$ cat src/rtl/seq_pattern_tx.sv
`default_nettype none
// ============================================================================
// Module   : seq_pattern_tx
// Brief    : Parallel-to-serial pattern transmitter, MSB first, one bit per
//            clock, registered w/busy/frame_done, zero-gap back-to-back words.
//            Optional even-parity trailer bit: define SEQ_PATTERN_TX_PARITY_EN.
// Revision : 1.0 - initial release
// ============================================================================
module seq_pattern_tx #(
  parameter int   DATA_W   = 8,
  parameter logic IDLE_LVL = 1'b0
) (
  input  logic              clk,
  input  logic              reset,
  input  logic [DATA_W-1:0] in_data,
  input  logic              in_valid,
  output logic              in_ready,
  output logic              w,
  output logic              busy,
  output logic              frame_done
);

  localparam int CNT_W = $clog2(DATA_W);
  localparam logic [CNT_W-1:0] c_cnt_last = CNT_W'(DATA_W - 1);
  localparam logic [CNT_W-1:0] c_cnt_one  = CNT_W'(1);

  typedef enum logic [1:0] {
    S_IDLE  = 2'd0,
`ifdef SEQ_PATTERN_TX_PARITY_EN
    S_PAR   = 2'd2,
`endif
    S_SHIFT = 2'd1
  } state_t;

  state_t             r_state, w_state_nxt;
  logic [DATA_W-1:0]  r_sr,    w_sr_nxt;
  logic [CNT_W-1:0]   r_cnt,   w_cnt_nxt;
  logic               r_w,     w_w_nxt;
  logic               r_busy,  w_busy_nxt;
  logic               r_fd,    w_fd_nxt;
  logic               w_accept;
`ifdef SEQ_PATTERN_TX_PARITY_EN
  logic               r_par,   w_par_nxt;
`endif

  // Ready only where a new MSB can follow the current bit without a gap.
  always_comb begin
    in_ready = 1'b0;
    case (r_state)
      S_IDLE:  in_ready = 1'b1;
`ifdef SEQ_PATTERN_TX_PARITY_EN
      S_PAR:   in_ready = 1'b1;
      S_SHIFT: in_ready = 1'b0;
`else
      S_SHIFT: in_ready = (r_cnt == '0);
`endif
      default: in_ready = 1'b0;
    endcase
    if (reset) in_ready = 1'b0;
  end

  assign w_accept = in_valid & in_ready;

  always_comb begin
    w_state_nxt = r_state;
    w_sr_nxt    = r_sr;
    w_cnt_nxt   = r_cnt;
    w_w_nxt     = r_w;
    w_busy_nxt  = r_busy;
    w_fd_nxt    = 1'b0;
`ifdef SEQ_PATTERN_TX_PARITY_EN
    w_par_nxt   = r_par;
`endif
    if (w_accept) begin
      w_sr_nxt    = {in_data[DATA_W-2:0], 1'b0};
      w_w_nxt     = in_data[DATA_W-1];
      w_cnt_nxt   = c_cnt_last;
      w_busy_nxt  = 1'b1;
      w_state_nxt = S_SHIFT;
`ifdef SEQ_PATTERN_TX_PARITY_EN
      w_par_nxt   = ^in_data;
`endif
    end else begin
      case (r_state)
        S_SHIFT: begin
          if (r_cnt != '0) begin
            w_w_nxt   = r_sr[DATA_W-1];
            w_sr_nxt  = {r_sr[DATA_W-2:0], 1'b0};
            w_cnt_nxt = r_cnt - c_cnt_one;
`ifndef SEQ_PATTERN_TX_PARITY_EN
            // The LSB goes out next, so the pulse is raised to coincide with it.
            w_fd_nxt  = (r_cnt == c_cnt_one);
`endif
          end else begin
`ifdef SEQ_PATTERN_TX_PARITY_EN
            w_w_nxt     = r_par;
            w_fd_nxt    = 1'b1;
            w_state_nxt = S_PAR;
`else
            w_w_nxt     = IDLE_LVL;
            w_busy_nxt  = 1'b0;
            w_state_nxt = S_IDLE;
`endif
          end
        end
`ifdef SEQ_PATTERN_TX_PARITY_EN
        S_PAR: begin
          w_w_nxt     = IDLE_LVL;
          w_busy_nxt  = 1'b0;
          w_state_nxt = S_IDLE;
        end
`endif
        default: begin
          w_w_nxt     = IDLE_LVL;
          w_busy_nxt  = 1'b0;
          w_state_nxt = S_IDLE;
        end
      endcase
    end
  end

  always_ff @(posedge clk) begin
    if (reset) begin
      r_state <= S_IDLE;
      r_sr    <= '0;
      r_cnt   <= '0;
      r_w     <= IDLE_LVL;
      r_busy  <= 1'b0;
      r_fd    <= 1'b0;
`ifdef SEQ_PATTERN_TX_PARITY_EN
      r_par   <= 1'b0;
`endif
    end else begin
      r_state <= w_state_nxt;
      r_sr    <= w_sr_nxt;
      r_cnt   <= w_cnt_nxt;
      r_w     <= w_w_nxt;
      r_busy  <= w_busy_nxt;
      r_fd    <= w_fd_nxt;
`ifdef SEQ_PATTERN_TX_PARITY_EN
      r_par   <= w_par_nxt;
`endif
    end
  end

  assign w          = r_w;
  assign busy       = r_busy;
  assign frame_done = r_fd;

endmodule
`default_nettype wire

$ cat config.mk
export PLATFORM = sky130hd
export DESIGN_NAME = seq_pattern_tx
export DESIGN_NICKNAME = d
export VERILOG_FILES = /design/src/rtl/seq_pattern_tx.sv
export SDC_FILE = /design/constraint.sdc
export NUM_CORES = 1
export LEC_CHECK = 0
export CAP_MARGIN = 25
export CORE_UTILIZATION = 45
export DETAILED_ROUTE_END_ITERATION = 8
export GPL_TIMING_DRIVEN = 0
export PLACE_DENSITY_LB_ADDON = 0.1
export SYNTH_ARGS = -nofsm -noshare
export SYNTH_HDL_FRONTEND = slang
export SYNTH_SLANG_ARGS = --single-unit
$ cat constraint.sdc
create_clock -name clk -period 1.59 [get_ports clk]
set_input_delay 0.318 -clock clk [delete_from_list [all_inputs] [get_ports clk]]
set_output_delay 0.318 -clock clk [all_outputs]
set_load 0.02 [all_outputs]
## Word-level counts from Yosys, hierarchy flattened

Cells that the tools add are included.

| storage, ports and cells | value |
|---|---|
| bits in registers | 14 |
| output and inout bits | 4 |

| operators by class | value |
|---|---|
| add/subtract/negate cells | 1 |
| equal/unequal tests | 2 |
| muxes and demuxes | 17 |
| bitwise logic cells | 3 |
| reductions and logical operators | 7 |

Operators with widths:

| operator | count |
|---|---|
| 8-bit two-way mux | 3 |
| 1-bit two-way mux | 10 |
| 3-bit two-way mux | 3 |
| 2-bit nonzero test | 2 |
| 4-bit OR reduction | 1 |
| 3-bit by 1-bit equality test with 1-bit output (second input constant) | 1 |
| 3-bit logical NOT | 1 |
| 3-bit inequality test (second input constant) | 1 |
| 3-bit nonzero test | 1 |
| 3-bit by 1-bit subtractor with 3-bit output (second input constant) | 1 |
| 2-bit logical NOT | 1 |
| 1-bit NOT | 2 |
| 1-bit one-hot mux with 2 select lines | 1 |
| 2-bit AND reduction | 1 |
| 1-bit AND | 1 |

## Depth between registers and ports, before layout

Gate-level depths: netlist of the first run.

| depth | value |
|---|---|
| depth in word-level cells | 6 |
| depth in mapped cells | 6 |

## Worst setup path after synthesis of the first run

Ideal clock, no wire load.

| path | value |
|---|---|
| kind | register to output |
| start point | register r_cnt[0] |
| end point | output port in_ready |
| data arrival time | 1.251 ns |
| required time | 1.272 ns |
| setup slack | 0.021 ns |
| cell stages (with the launch flop) | 6 |
| cells stage by stage | dfxtp_1 -> inv_1 -> ha_1 -> nand2b_4 -> buf_6 -> a21oi_1 |

| on the way | value |
|---|---|
| longest elaborated chain between the ends | 3 |

Ends and longest elaborated chain:

| what | line | RTL |
|---|---|---|
| start: declaration | 37 | `logic [CNT_W-1:0] r_cnt, w_cnt_nxt;` |
| start signal: assignment | 136 | `r_cnt <= w_cnt_nxt;` |
| 3-bit logical NOT | 55 | `S_SHIFT: in_ready = (r_cnt == '0);` |
| 1-bit one-hot mux with 2 select lines | 49 | `case (r_state)` |
| 1-bit two-way mux | 59 | `if (reset) in_ready = 1'b0;` |
| end: declaration | 17 | `output logic in_ready,` |

No other way between the ends.

==> results.md, run 1 <==
- DPL Wire Length: 868 microns
- Worst path required time: approximately 1.3 ns
- Final Cycle Share: 0.971
- Critical Path End Type: output port
- Max-cap viol count: 0
- Port bufs: 14
- Crit-path max cell delay: 0.60 ns
- First-pass GRT wire length: between 2 and 2.5 mm
- Tightest Pin Transition: 0.495 ns
- Area leader, netlist: dfxtp_1
- Worst min-delay path startpoint: r_sr[7]
- Largest net degree at the start of global routing: 12
- Non-Filler Instances: a little over 100
- Main flop type after synthesis: dfxtp_1
- Final Max Slew Viols: 0
- Relative slew slack: 0.670
- Number of synthesized register bits: 13
- Kind of critical path: reg -> out
- Reg-to-reg startpoint: r_cnt[0]
- Arr. time, crit path: 1.23 ns
- Syn Inst Count: 63
- Power Density: 918 mW/mm^2
- Final Setup Violations: 0
- Worst r2r dst: frame_done
- Final WS setup: approximately 0.047 ns
- Total negative slack: 0 ns
- Vias in the first global route: around 440
- Sequential cell area fraction in the yosys report: 0.402
- Detailed Route Iter0 Violations: 7
- Core ar.: roughly 0.0013 sq mm
- WHS: ~0.47 ns
- Die width: approximately 40 microns
- GRT overflow: 0
- Initial DRT Pass Iterations: 2
- Async set-reset flop share out of synthesis: 0
- Crit path max-delay family: buffers and inverters
- Layout Nets: 102
- Row count: 13
- Reg2reg setup slack: between 0.2 and 0.3 ns
- Sink Count: 13
- Yosys top cell area share: 0.402
- Crit-path max FO: 2
- Final Core Density: 0.684
- Die ar.: approximately 0.0016 sq mm
- R2R depth: 6
- RePlAce Congestion: slightly below 0.8
- Post-placement cell area: about 810 sq um
- Worst setup SP type: flop
- Syn nets: between 70 and 80
- H-tree depth: 1
- Hold Buf Count CTS: 0
- Via count: approximately 560
- Initial Util: 0.492
- Yosys warnings: 0
- Fmax: about 0.65 GHz
- CTS tree: done
- Antenna fix cells: 0
- Crit-path cells: clkdlybuf4s50_1
- Final WL: 1.41 mm
- Fin crit period: roughly 1.5 ns
- Hold Path Stages: 2
- Die Height: roughly 40 microns
- TritonCTS Buffers: 3
- Clock buffer depth: 2
- ANT nets after route: 0
- Dominant cells by area after synthesis: dfxtp_1, mux2i_1, a221oi_1
- GRT met3 Usage: 0.0500
- Endpoints failing hold: 0
- Clock Pin Slew Worst Setup and Hold Paths: 0.08 ns
- Wirelength per Cell: roughly 14 microns
- GR peak layer: met2
- Status: finished, final reports clean
- Layout cells sized above 1: 0.299
- Initial antenna violation count: 0
- Synthesized cell area: ~650 sq um
- Netlist cell types: 23
- Post-Place Cells: 92
- Leakage: approximately 0.38 nW
- Vias per cell: approximately 5.5
- GR Util met2: 0.319
- Avg Cell Area, Syn: between 10 and 15 sq um
- Met1 Use GR: 0.261
- Total Power: 0.827 mW
- Hold endpoint: w
- Worst skew pair latency: between 0.2 and 0.3 ns
- Clock root buffer: clkbuf_4
- CP bufs+invs: 1
- Hold Path Class: reg -> reg
- Area Growth Syn to Fin: 39.0%
- Max IR drop VDD: approximately 0.67 mV
- CP max-delay cell: clkdlybuf4s50_1
- Fin area: 901 sq um
- Post-place setup slack: -0.443 ns
- Clk_skew: 0.000533 ns
- I/O pin total: 15
- GRT Total Usage: 0.212
- # DRC: 0
- Post-synth EDFFs: 0
## cells in the mapped netlist, types with 2 or more instances
library cell	number
a211oi_1	2
mux2i_1	7
buf_6	2
a221oi_1	6
nor2_1	8
dfxtp_1	13
a21oi_1	2
nor3_1	2
a211oi_2	2
ha_1	3
inv_1	4
## registers in the layout, summed over array words and instances (netlist names)
name / cells
r_state: 1
frame_done: 1
r_cnt: 3
w: 1
r_sr: 7
## cells by family after synthesis
kind of cell               count (synthesis)  share of synthesized area
AOI/OAI and AO/OA                         15                      0.197
adders and majority gates                  3                     0.0579
buffers and inverters                      8                     0.0714
DFF                                       13                      0.402
muxes                                      7                      0.108
and+or+nand+nor                           17                      0.164
## layout by cell type, fill, tap and decap left out, types with 2 or more instances in the layout
cell,count
clkdlybuf4s50_1,13
buf_4,7
a221oi_1,6
inv_1,2
clkbuf_4,3
inv_2,2
buf_6,2
a211oi_2,2
mux2i_1,7
dfxtp_1,12
a211oi_1,2
nor2_1,8
ha_1,2
nor3_1,2
## worst max-delay path by stage
stage / start / end / slack (ns) / cells after the start
final: r_state[0] / busy / 0.05 / 1
after CTS: r_cnt[1] / in_ready / 0.02 / 5
after global placement: r_cnt[0] / in_ready / -0.45 / 6
after floorplan: r_cnt[0] / in_ready / 0.02 / 5
after global routing: r_cnt[0] / in_ready / -0.001 / 5
after detailed placement: r_cnt[0] / in_ready / -0.44 / 6
## worst register-to-register path, delay by kind of cell, from the launching register on
family	cells	cell delay [ns]
simple gates	3	0.50
flops	1	0.36
buf+inv	2	0.20
fa+ha+maj	1	0.16
## area by class of cell
| class | instances | area (sq um) |
|---|---|---|
| Buffer | 3 | 20.0 |
| Clock buffer | 4 | 26.3 |
| Fill cell | 106 | 417 |
| Inverter | 4 | 15.0 |
| Multi-Input combinational cell | 42 | 365 |
| Sequential cell | 13 | 262 |
| Tap cell | 15 | 18.8 |
| Timing Repair Buffer | 21 | 194 |
## routing by layer
| metal | up-vias | share of wire |
|---|---|---|
| li1 | 276 | - |
| met5 | - | 0 |
| met3 | 5 | 0.050 |
| met2 | 12 | 0.48 |
| met1 | 264 | 0.44 |
| met4 | 0 | 0.027 |
## where the power goes
part | internal, mW | switching (mW) | total, mW
clock | 0.0976 | 0.112 | 0.209
sequential | 0.357 | 0.0186 | 0.375
combinational | 0.130 | 0.112 | 0.242
total | 0.584 | 0.243 | 0.827
## timing repair
item / in CTS / in global routing
pin swaps: 2 / 0
setup buffers: 3 / 4
setup endpoints to repair: 1 / 1
endpoints found under the hold margin: 0 / 0
gates resized for setup: 13 / 0
No activity file was read; power rests on OpenSTA's default activity.
==> inputs of run 2 (changes only) <==
--- a/config.mk
+++ b/config.mk
@@ -8,8 +8,8 @@
 export CAP_MARGIN = 25
 export CORE_UTILIZATION = 45
 export DETAILED_ROUTE_END_ITERATION = 8
-export GPL_TIMING_DRIVEN = 0
 export PLACE_DENSITY_LB_ADDON = 0.1
+export SLEW_MARGIN = 40
 export SYNTH_ARGS = -nofsm -noshare
 export SYNTH_HDL_FRONTEND = slang
 export SYNTH_SLANG_ARGS = --single-unit
==> constraint.sdc (replaced) <==
create_clock -name clk -period 1.59 [get_ports clk]
set_input_delay 0.159 -clock clk [delete_from_list [all_inputs] [get_ports clk]]
set_output_delay 0.159 -clock clk [all_outputs]
set_load 0.02 [all_outputs]
==> run 2 against run 1 <==
Net effect:
- non-clock buffer count is 3 lower
- cell count is 2.9% lower
- clock-buffer cell count stayed put
- critical endpoint is now in_ready
- utilization is 2.8 points lower
- register-to-register slack worse by 0.04 ns
- clock power hardly changed
- highest routed layer unchanged
- final area is 4.0% lower
- sequential cell count stayed put
- wire length is 11% lower
- combinational power is 12% lower
- clock skew is 0.0011 ns higher
==> results.md, run 2 (synthesized netlist as in run 1, its figures left out) <==
- ANT nets after route: 0
- Clock root buffer: clkbuf_4
- CP max-delay cell: dfxtp_1
- Hold Path Stages: 2
- Layout Nets: 99
- Wirelength per Cell: roughly 13 microns
- Initial DRT Pass Iterations: 4
- Reg-to-reg startpoint: r_cnt[0]
- Die width: 40.0 microns
- Status: finished, final reports clean
- Crit-path max FO: 2
- Biggest regs: r_sr: 7 flops, r_cnt: 3 flops
- Largest net degree at the start of global routing: 13
- Worst min-delay path startpoint: r_sr[7]
- Worst setup SP type: flop
- Clock Pin Slew Worst Setup and Hold Paths: about 0.080 ns
- Worst r2r dst: r_cnt[0]
- R2R depth: 6
- CP bufs+invs: 2
- Via count: about 520
- Worst path required time: 1.43 ns
- Total Power: a little under 0.8 mW
- Worst skew pair latency: approximately 0.27 ns
- Antenna fix cells: 0
- Critical Path End Type: output port
- Final Max Slew Viols: 0
- Max-cap viol count: 0
- Endpoints failing hold: 0
- Vias in the first global route: around 450
- Fmax: a little under 0.7 GHz
- Area Growth Syn to Fin: 33.4%
- Hold Buf Count CTS: 0
- RePlAce Congestion: 0.722
- Final Setup Violations: 0
- I/O pin total: 15
- Arr. time, crit path: 1.30 ns
- Post-CTS setup buffer count: 0
- Row count: 13
- GRT Total Usage: 0.187
- Initial antenna violation count: 0
- Port bufs: 14
- CTS tree: done
- Initial Util: 0.492
- # DRC: 0
- Power Density: around 920 mW/mm^2
- Core ar.: around 0.0013 sq mm
- Crit-path max cell delay: around 0.32 ns
- Relative slew slack: 0.824
- Tightest Pin Transition: around 0.26 ns
- Final WL: 1.25 mm
- Layout cells sized above 1: 0.238
- Reg2reg setup slack: 0.23 ns
- Die ar.: between 0.0015 and 0.002 sq mm
- WHS: between 0.4 and 0.5 ns
- Detailed Route Iter0 Violations: 9
- Post-place setup slack: -0.0273 ns
- Register name with the most flops: r_sr
- GRT overflow: 0
- Largest register FFs: 7
- Final Core Density: 0.656
- Hold endpoint: w
- RSZ-0062 raised after global routing: no
- TritonCTS Buffers: 3
- Die Height: between 30 and 40 microns
- Crit path max-delay family: flip-flops
- First-pass GRT wire length: about 1.9 mm
- Vias per cell: between 5 and 6
- Sink Count: 13
- H-tree depth: 1
- DPL Wire Length: ~850 microns
- Final Cycle Share: 0.920
- Most frequent cells in the layout: dfxtp_1, clkdlybuf4s50_1, nor2_1, mux2i_1
- Max IR drop VDD: approximately 0.54 mV
- Kind of critical path: reg -> out
- Crit-path cells: inv_1 -> ha_2 -> nand2b_4 -> a21oi_1 -> buf_2
- Leakage: about 0.37 nW
- Clk_skew: 0.00160 ns
- Final WS setup: roughly 0.13 ns
- Hold Path Class: reg -> reg
- Fin crit period: 1.46 ns
- Clock buffer depth: 2
## run 2: power by group
part | switching [mW] | total (mW) | internal, mW | leakage [nW]
logic | 0.0992 | 0.213 | 0.114 | 0.249
clock network | 0.111 | 0.208 | 0.0972 | 0.0150
registers | 0.0170 | 0.373 | 0.356 | 0.108
## run 2: per-stage QoR
step	TNS, ns	cell area, sq um	instances
floorplan	0	648	63
global placement	0	841	95
detailed placement	-0.0273	841	95
CTS	0	868	99
global route	0	865	99
finish	0	865	99
## run 2: worst max path at each step
| stage | startpoint | to | slack [ns] | depth (start not counted) |
|---|---|---|---|---|
| after floorplan | r_cnt[0] | r_sr[1] | 0.10 | 6 |
| after global placement | r_cnt[0] | in_ready | 0.01 | 5 |
| after detailed placement | r_cnt[0] | in_ready | -0.03 | 5 |
| after CTS | r_cnt[0] | in_ready | 0.01 | 5 |
| after global routing | r_cnt[1] | in_ready | 0.07 | 5 |
| final | r_cnt[0] | in_ready | 0.13 | 5 |
## run 2: area by class of cell
cell class              instances  area, sq um
fillers                       107          453
multi-input cells              42          344
flip-flops and latches         13          260
repair buffers                 21          200
clock buffers                   4         26.3
well taps                      15         18.8
inverters                       4         15.0
## run 2: worst register-to-register path: stages (launching register included)
cell and delay, ns:
dfxtp_1 0.35, inv_1 0.07, ha_2 0.21, buf_4 0.14
and2b_2 0.19, nor3_1 0.22, a211oi_2 0.08
## run 2: per-layer routing
metal	GRT usage	wire, microns	up-vias
met4	0.129	12	0
met3	0.0333	48	2
met2	0.282	568	9
met5	0	0	-
li1	-	-	273
met1	0.241	620	237
## run 2: what timing repair did
item,CTS,global route
setup endpoints to repair,1,1
endpoints found under the hold margin,0,0
gates resized for setup,3,2
